==> src/rtl/interrupt_pkg.sv <==
// Shared definitions for the interrupt priority controller: FSM states,
// default source count and named source slots.
package interrupt_pkg;

  localparam int NUM_SRC_DEFAULT = 4;

  localparam int SRC_KEY   = 0;
  localparam int SRC_TIMER = 1;
  localparam int SRC_UART  = 2;
  localparam int SRC_SPARE = 3;

  typedef enum logic [1:0] {
    IDLE    = 2'd0,
    REQUEST = 2'd1,
    SERVICE = 2'd2
  } irq_state_e;

endpackage

==> src/rtl/irq_edge_latch.sv <==
// One interrupt source: rising-edge detector feeding a sticky pending bit.
// A new edge in the same cycle as a clear keeps the bit set.
module irq_edge_latch (
  input  logic clock,
  input  logic reset,
  input  logic irq_in,
  input  logic clr,
  output logic pending
);

  logic prev_q;
  logic prev_d;
  logic pending_q;
  logic pending_d;
  logic rise;

  always_comb begin
    rise      = irq_in & ~prev_q;
    prev_d    = irq_in;
    pending_d = (pending_q & ~clr) | rise;
  end

  // History resets high so a line already asserted at reset release is not an event.
  always_ff @(posedge clock or negedge reset) begin
    if (!reset) begin
      prev_q    <= 1'b1;
      pending_q <= 1'b0;
    end else begin
      prev_q    <= prev_d;
      pending_q <= pending_d;
    end
  end

  assign pending = pending_q;

endmodule

==> src/rtl/interrupt_priority_controller.sv <==
// Latches interrupt events per source, picks the lowest eligible index and
// runs the request / acknowledge / return handshake with the CPU.
module interrupt_priority_controller
  import interrupt_pkg::*;
#(
  parameter int NUM_SRC = NUM_SRC_DEFAULT,
  parameter int CODE_W  = 2
) (
  input  logic               clock,
  input  logic               reset,
  input  logic [NUM_SRC-1:0] irqIn,
  input  logic [NUM_SRC-1:0] irqMask,
  input  logic               globalEnable,
  input  logic               irqAck,
  input  logic               irqDone,
  output logic               irqOut,
  output logic [CODE_W-1:0]  irqCode,
  output logic [NUM_SRC-1:0] pendingOut,
  output irq_state_e         state_dbg
);

  // Handshake: irqOut stays high in REQUEST until the CPU pulses irqAck (taken)
  // or the latched source loses eligibility (withdrawn); irqDone in SERVICE
  // returns to IDLE. irqCode is meaningful only while irqOut is high.

  irq_state_e          state_q;
  irq_state_e          state_d;
  logic                irq_out_q;
  logic                irq_out_d;
  logic [CODE_W-1:0]   irq_code_q;
  logic [CODE_W-1:0]   irq_code_d;

  logic [NUM_SRC-1:0]  pending;
  logic [NUM_SRC-1:0]  clr;
  logic [NUM_SRC-1:0]  eligible;
  logic [CODE_W-1:0]   winner;
  logic                any_eligible;
  logic                withdraw;
  logic                take;

  for (genvar g = 0; g < NUM_SRC; g++) begin : g_src
    irq_edge_latch u_latch (
      .clock   (clock),
      .reset   (reset),
      .irq_in  (irqIn[g]),
      .clr     (clr[g]),
      .pending (pending[g])
    );
  end

  always_comb begin
    take     = (state_q == REQUEST) && irqAck;
    withdraw = irqMask[irq_code_q] | ~globalEnable;
    eligible = pending & ~irqMask & {NUM_SRC{globalEnable}};
    any_eligible = |eligible;

    clr = '0;
    if (take) begin
      clr[irq_code_q] = 1'b1;
    end

    // Scan downward so the lowest set index is the one left in winner.
    winner = '0;
    for (int i = NUM_SRC - 1; i >= 0; i--) begin
      if (eligible[i]) begin
        winner = CODE_W'(i);
      end
    end
  end

  always_comb begin
    state_d    = state_q;
    irq_out_d  = irq_out_q;
    irq_code_d = irq_code_q;
    case (state_q)
      IDLE: begin
        if (any_eligible) begin
          state_d    = REQUEST;
          irq_out_d  = 1'b1;
          irq_code_d = winner;
        end
      end
      REQUEST: begin
        if (take) begin
          state_d   = SERVICE;
          irq_out_d = 1'b0;
        end else if (withdraw) begin
          state_d   = IDLE;
          irq_out_d = 1'b0;
        end
      end
      SERVICE: begin
        irq_out_d = 1'b0;
        if (irqDone) begin
          state_d = IDLE;
        end
      end
      default: begin
        state_d   = IDLE;
        irq_out_d = 1'b0;
      end
    endcase
  end

  always_ff @(posedge clock or negedge reset) begin
    if (!reset) begin
      state_q    <= IDLE;
      irq_out_q  <= 1'b0;
      irq_code_q <= '0;
    end else begin
      state_q    <= state_d;
      irq_out_q  <= irq_out_d;
      irq_code_q <= irq_code_d;
    end
  end

  assign irqOut     = irq_out_q;
  assign irqCode    = irq_code_q;
  assign pendingOut = pending;
  assign state_dbg  = state_q;

endmodule

==> config.mk <==
export PLATFORM = sky130hd
export DESIGN_NAME = interrupt_priority_controller
export DESIGN_NICKNAME = d
export VERILOG_FILES = /design/src/rtl/interrupt_pkg.sv /design/src/rtl/irq_edge_latch.sv /design/src/rtl/interrupt_priority_controller.sv
export SDC_FILE = /design/constraint.sdc
export NUM_CORES = 1
export LEC_CHECK = 0
export CAP_MARGIN = 20
export CORE_MARGIN = 2
export CORE_UTILIZATION = 37
export DETAILED_ROUTE_END_ITERATION = 8
export HOLD_SLACK_MARGIN = 0.15
export PLACE_DENSITY_LB_ADDON = 0.12
export SLEW_MARGIN = 20
export SYNTH_ARGS = -nofsm -noshare
export SYNTH_HDL_FRONTEND = slang
export SYNTH_SLANG_ARGS = --single-unit
==> constraint.sdc <==
create_clock -name clock -period 1.3 [get_ports clock]
set_input_delay 0.26 -clock clock [delete_from_list [all_inputs] [get_ports clock]]
set_output_delay 0.26 -clock clock [all_outputs]
set_load 0.02 [all_outputs]
==> summary.txt <==
Synth
  • Simple-Gate Fraction of Synth Area: 17.9%
  • Avg Cell Area, Syn: 10.5 sq um
  • Ys flop type: dfrtp_1
  • Post-synth net total: 70
  • Synth warnings: 0
  • Cell Area, Synth: 601 sq um
  • Cell with the most instances after synthesis: dfrtp_1
  • Post-synth top area cell: dfrtp_1
  • Post-synthesis mux area share: 5.62%
  • FF+latch count, synth: 13
  • Synth top area cells: dfrtp_1, dfstp_2, nand2b_1
  • Commonest cells post-synth: dfrtp_1, nand2b_1, o21ai_0
  • Post-synthesis cell type count: 19
  • Synth top area share: 37.5%
  • Ys async rst share: 100%
  • Synth Area in Compound Gates: 13.3%
  • Adder-cell share of the synthesized area: 0%
  • Largest family of logic cells by synthesized area: simple AND/OR/NAND/NOR gates
  • Cells after synthesis: 57
  • Xor/xnor cell area share of the yosys netlist: 0%
  • Sequential element share of the synthesized area: 55.0%
  • Post-synth EDFFs: 0

Pwr
  • Sequential power share: 37.6%
  • Tot Pwr: 1620 uW
  • Clk pwr share: 15.0%
  • Combinational group share of total power: 47.4%
  • Lkg Pwr: 0.000434 uW
  • Sw Ratio: 36.6%
  • Worst VDD drop: 1010 uV
  • P_sw: 595 uW
  • Internal power: 1030 uW
  • Power per Cell Area: 1750 nW/um^2

Run status
  • Run status: completed

STA
  • Relative slew slack: 86.0%
  • RSZ-0062 raised after global routing: yes
  • Max Freq: 0.772 GHz
  • Hold Violations, Final: 0
  • Post-layout min period: 1.30 ns
  • Layout Skew: 0.000759 ns
  • Final setup vio count: 0
  • Max-slew violations: 0
  • Sum of negative setup slack: 0 ns
  • Tcrit/Tclk final: 99.7%
  • PnR worst setup slack: 0.00437 ns
  • Worst Tran Pin Value: 0.212 ns

Place
  • DP Wirelength: 991 um
  • Final Wtd Congestion: 0.702
  • Place WS: -0.269 ns
  • # placed instances: 100
  • Port Buffers: 21
  • Area after DPL: 893 sq um

Finish
  • Syn-to-layout area delta: 54.6%
  • # fillers: 140
  • Share of layout cells above drive strength 1: 36.0%
  • Register Area: 333 sq um
  • Diodes inserted: 0
  • Fin cells: 105
  • Area of the multi-input gates: 263 sq um
  • Nets: 103
  • Post-route cell area: 928 sq um

Floorplanning
  • Initial core utilization: 39.9%
  • Die Width: 44.3 um
  • DIE HEIGHT: 44.3 um
  • Core box area: 1510 sq um
  • Full die area: 1960 sq um
  • # IOs: 22
  • Row cnt: 14

Drt
  • DRT iter0 DRCs: 3
  • DRC viols: 0
  • WL final: 1270 um
  • Routed vias: 507
  • DR vias/cell: 4.83
  • Drt first pass iters: 3
  • Post-route ant nets: 0
  • WL/cell: 12.1 um

Clocking
  • Deepest clock path buffer count: 2
  • Hold buffer count at CTS: 0
  • Clk sink count: 13
  • Total CTS buffers: 3
  • Htree depth: 1
  • CTS clk-pin slew, worst paths: 0.08 ns
  • CTS tree: built
  • Worst-Skew Late Latency: 0.27 ns
  • Clk root buf: clkbuf_4

Worst setup path
  • CP arrival: 1.45 ns
  • Critical Path RT: 1.46 ns
  • Crit path max fanout: 2
  • Crit end category: register
  • Critical path type: in2reg
  • Crit start category: primary input

Flow run
  • Max-cap viol count: 0

Global route
  • Gr usage total: 15.6%
  • First-pass GRT wire length: 2150 um
  • Largest net degree at the start of global routing: 14
  • Vias in the first global route: 505
  • Antenna violations before repair: 0
  • Gr ovfl total: 0

Min path
  • Worst min path class: in2async
-- metrics by stage --
stage	hold slack [ns]	util (%)
after floorplan	-0.0356	-
after global placement	0.479	59.3
after detailed placement	0.492	59.3
after CTS	0.289	61.0
after global routing	0.296	61.6
final	0.289	61.6
-- placed cells by master, fill, tap and decap left out --
cell type | synthesis | final
dlygate4sd2_1 | 0 | 4
clkdlybuf4s15_1 | 0 | 1
nor3_2 | 1 | 1
nor2_4 | 0 | 1
o21ai_0 | 6 | 6
mux4_2 | 1 | 1
nand3_1 | 1 | 1
mux2_4 | 0 | 1
clkbuf_4 | 0 | 3
nand2b_4 | 0 | 4
clkdlybuf4s50_1 | 0 | 12
clkbuf_2 | 0 | 4
o21a_1 | 1 | 1
dfrtp_1 | 9 | 7
nand2b_1 | 8 | 4
nand3b_1 | 1 | 1
and3b_1 | 1 | 1
dfstp_2 | 4 | 4
inv_1 | 5 | 5
nand2_1 | 5 | 5
nor2_1 | 2 | 1
a21o_1 | 1 | 1
buf_4 | 4 | 11
a21oi_1 | 3 | 3
dfrtp_2 | 0 | 2
o21ai_1 | 1 | 1
clkbuf_1 | 0 | 1
o31ai_1 | 2 | 2
-- flip-flops by register name, summed over array words and instances, names as in the netlist --
signal / flops
g_src.u_latch.pending: 4
g_src.u_latch.prev_q: 4
irqCode: 2
irqOut: 1
state_dbg: 2
-- path summary, 6_finish.rpt --
| check | cells after the start | end | slack [ns] | from |
|---|---|---|---|---|
| hold reg to reg | 2 | irqOut$_DFFE_PN0P_ | 0.49 | irqOut$_DFFE_PN0P_ |
| hold / removal | 2 | g_src[1].u_latch.pending$_DFF_PN0_ | 0.29 | reset |
| min in group clock | 1 | g_src[3].u_latch.prev_q$_DFF_PN1_ | 0.41 | irqIn[3] |
| setup / recovery | 5 | irqCode[0]$_DFFE_PN0P_ | 0.004 | irqMask[3] |
| max in group asynchronous | 2 | g_src[2].u_latch.prev_q$_DFF_PN1_ | 0.78 | reset |
| setup reg to reg | 3 | state_dbg[0]$_DFFE_PN0P_ | 0.02 | irqCode[0]$_DFFE_PN0P_ |
-- power groups by stage --
stage          clock network [uW]  logic, uW  registers, uW
2_1_floorplan                   0        313            708
3_5_place_dp                    0        793            613
5_1_grt                       265        835            628
3_3_place_gp                    0        789            609
6_report                      243        770            610
4_1_cts                       260        755            597
-- timing repair --
| action | 4_1_cts | 5_1_grt |
|---|---|---|
| gates cloned | 0 | 0 |
| pin swaps | 0 | 1 |
| buffers inserted | 1 | 0 |
| endpoints found under the setup margin | 11 | 4 |
| resized for setup | 11 | 11 |
-- per-layer routing --
layer / share of wire (%) / track usage, %
met5: 0 / 0
met4: 1.2 / 10.9
met3: 3.9 / 2.86
met2: 50 / 24.7
met1: 45 / 19.2
-- cells by family after synthesis --
| kind of cell | after synthesis |
|---|---|
| AO/OA/AOI/OAI | 14 |
| flip-flops | 13 |
| buffers and inverters | 9 |
| AND/OR/NAND/NOR | 19 |
| multiplexers | 2 |
-- final cells by class --
class	count	area share (%)
flip-flops and latches	13	35.8
clock buffers	4	2.83
repair buffers	32	28.8
inverters	5	2.02
multi-input cells	35	28.3
well taps	16	2.16
-- critical path: stages --
cell	delay [ns]
clkdlybuf4s50_1	0.50
nand2b_4	0.13
nand2_1	0.07
o21a_1	0.19
mux2_4	0.30
No activity file was read; power rests on OpenSTA's default activity.
==> patch (same settings) <==
Change the package constant `NUM_SRC_DEFAULT` from 4 to 3.
--- a/src/rtl/interrupt_pkg.sv
+++ b/src/rtl/interrupt_pkg.sv
@@ -2,7 +2,7 @@
 // default source count and named source slots.
 package interrupt_pkg;
 
-  localparam int NUM_SRC_DEFAULT = 4;
+  localparam int NUM_SRC_DEFAULT = 3;
 
   localparam int SRC_KEY   = 0;
   localparam int SRC_TIMER = 1;
Interface: changed (resized irqIn, irqMask and pendingOut); port bits go from 22 to 19. No check against the original RTL was run, so the function may have changed too.
==> patch against the unedited design <==
  * Die area is 13% lower
  * Combinational power down 13%
  * Design area fell by 20%
  * Register-to-register slack improved by 0.07 ns
  * Sequential cell count is 2 lower
  * Global-route usage grew 0.39 points
  * Total power decreased by 13%
  * Synthesized area fell by 14%
  * Worst setup slack improved by 0.053 ns
  * Sequential share of layout area up 1.8 points
  * Routed wire length shrank 13%
  * Critical path depth is 4 lower
  * Clock power fell by 2%
==> patch: results (changes against the unedited design) <==
.. list-table::
   :header-rows: 1

   * - Metric
     - Value
   * - Highest ir drop seen on vdd
     - 874.0 uV (-14%)
   * - End point of the critical path
     - pendingOut[2]
   * - Top delay family on crit path
     - flip-flops
   * - Global-route wire length before repair
     - 1.628 mm (-24%)
   * - Flop-to-flop setup slack
     - 0.09 ns (+0.07 ns)
   * - Pre-CTS WS
     - -0.2047 ns (+0.06475 ns)
   * - Most common library cells after synthesis
     - dfrtp_1, inv_1, o21ai_0
   * - Outcome
     - finished clean
   * - Start point of the critical path
     - g_src[2].u_latch.pending$_DFF_PN0_
   * - Library cell contributing the largest single delay on the critical path
     - dfrtp_1
   * - Port Buffer Count
     - 18 (-14%)
   * - TritonRoute pass-1 iters
     - 2 (-1)
   * - Distinct cells, synth
     - 21 (+2)
   * - Pin count of the biggest net entering global routing
     - 12 (-2)
   * - Final HPWL DP
     - 877.7 um (-11%)
   * - Detailed-route via count
     - 421 (-17%)
   * - RePlAce Congestion
     - 0.7649 (+9.0%)
   * - Highest fanout seen on the critical path
     - 3 (+1)
   * - Met3 track demand over resource in global routing
     - 0.04891 (+0.02034)
   * - Initial drt markers
     - 1 (-2)
   * - Clock Pin Slew Worst Setup and Hold Paths
     - 0.07 ns
   * - Delay of the slowest cell on the worst path
     - 0.39 ns (-0.11 ns)
   * - Mux contribution to synthesized area
     - 0.01946 (-0.03679)
   * - Vias in the first global route
     - 382 (-24%)
   * - RR Endpoint
     - irqOut$_DFFE_PN0P_
   * - Clock skew after layout
     - 0.003071 ns (+0.002312 ns)
   * - Area fraction in compound gates after synthesis
     - 0.1873 (+0.05401)
   * - Count of placed standard cells including taps
     - 82 (-18%)
   * - Average instance area after synthesis
     - 10.94 sq um (+3.8%)
   * - Cell types occupying the most area after synthesis
     - dfrtp_1, dfstp_2, nor2b_1
   * - Pin slew with the least headroom to its limit
     - 0.3348 ns (+0.1233 ns)
   * - Detailed-routed wire length on met3
     - 63 um (+26%)
   * - Met2 layer usage reported by global route
     - 0.2695 (+0.02247)
   * - Net count after synthesis
     - 58 (-17%)
   * - CP Data Arrival Time
     - 0.98 ns (-0.47 ns)
   * - Fraction of layout instances using a drive strength above 1
     - 0.1972 (-0.1624)
   * - Global Route met1 Usage
     - 0.1745 (-0.01771)
   * - Layout Cells excl Fill
     - 86 (-18%)
   * - Portion of the post-synthesis area used by sequential elements
     - 0.5426 (-0.007421)
   * - Final net count
     - 83 (-19%)
   * - GRT Util Overall
     - 0.1603 (+0.003861)
   * - Routed Wire Length
     - 1.107 mm (-13%)
   * - Post-placement cell area
     - 728.2 sq um (-18%)
   * - Static Leakage
     - 0.3279 nW (-24%)
   * - Worst R2R Start
     - g_src[0].u_latch.pending$_DFF_PN0_
   * - Met2 WL post-DR
     - 582 um (-8.3%)
   * - Routed length on met1
     - 454 um (-20%)
   * - Number of cell instances on the worst register-to-register path
     - 3 (unchanged)
   * - Hold slack
     - 0.2748 ns (-0.01415 ns)
patch: cell types whose count changed in the layout (fill, tap and decap cells not counted), sizes merged, moves of 2 or more:
cell	delta
a21oi	-2
nand2	-3
clkbuf	-3
clkdlybuf4s50	-2
nor2b	+4
dlygate4sd2	+2
nand2b	-6
buf	-6
patch: what timing repair did:
item / CTS / global route
buffers inserted: 0 / 0
gates resized for setup: 8 / 3
setup endpoints to repair: 8 / 2
patch: layout make-up:
| class | count | area, sq um |
|---|---|---|
| clock buffers | 4 | 26.28 |
| fillers | 133 | 559.3 |
| inverters | 5 | 18.77 |
| multi-input cells | 28 | 193.9 |
| flip-flops and latches | 11 | 279.0 |
| well taps | 15 | 18.77 |
| repair buffers | 23 | 205.2 |
patch: where the power goes:
group / switching [mW] / internal (mW) / leakage (nW)
Sequential: 0.0581 / 0.447 / 0.122
Clock: 0.119 / 0.119 / 0.0150
Combinational: 0.369 / 0.303 / 0.190
Total: 0.546 / 0.869 / 0.328
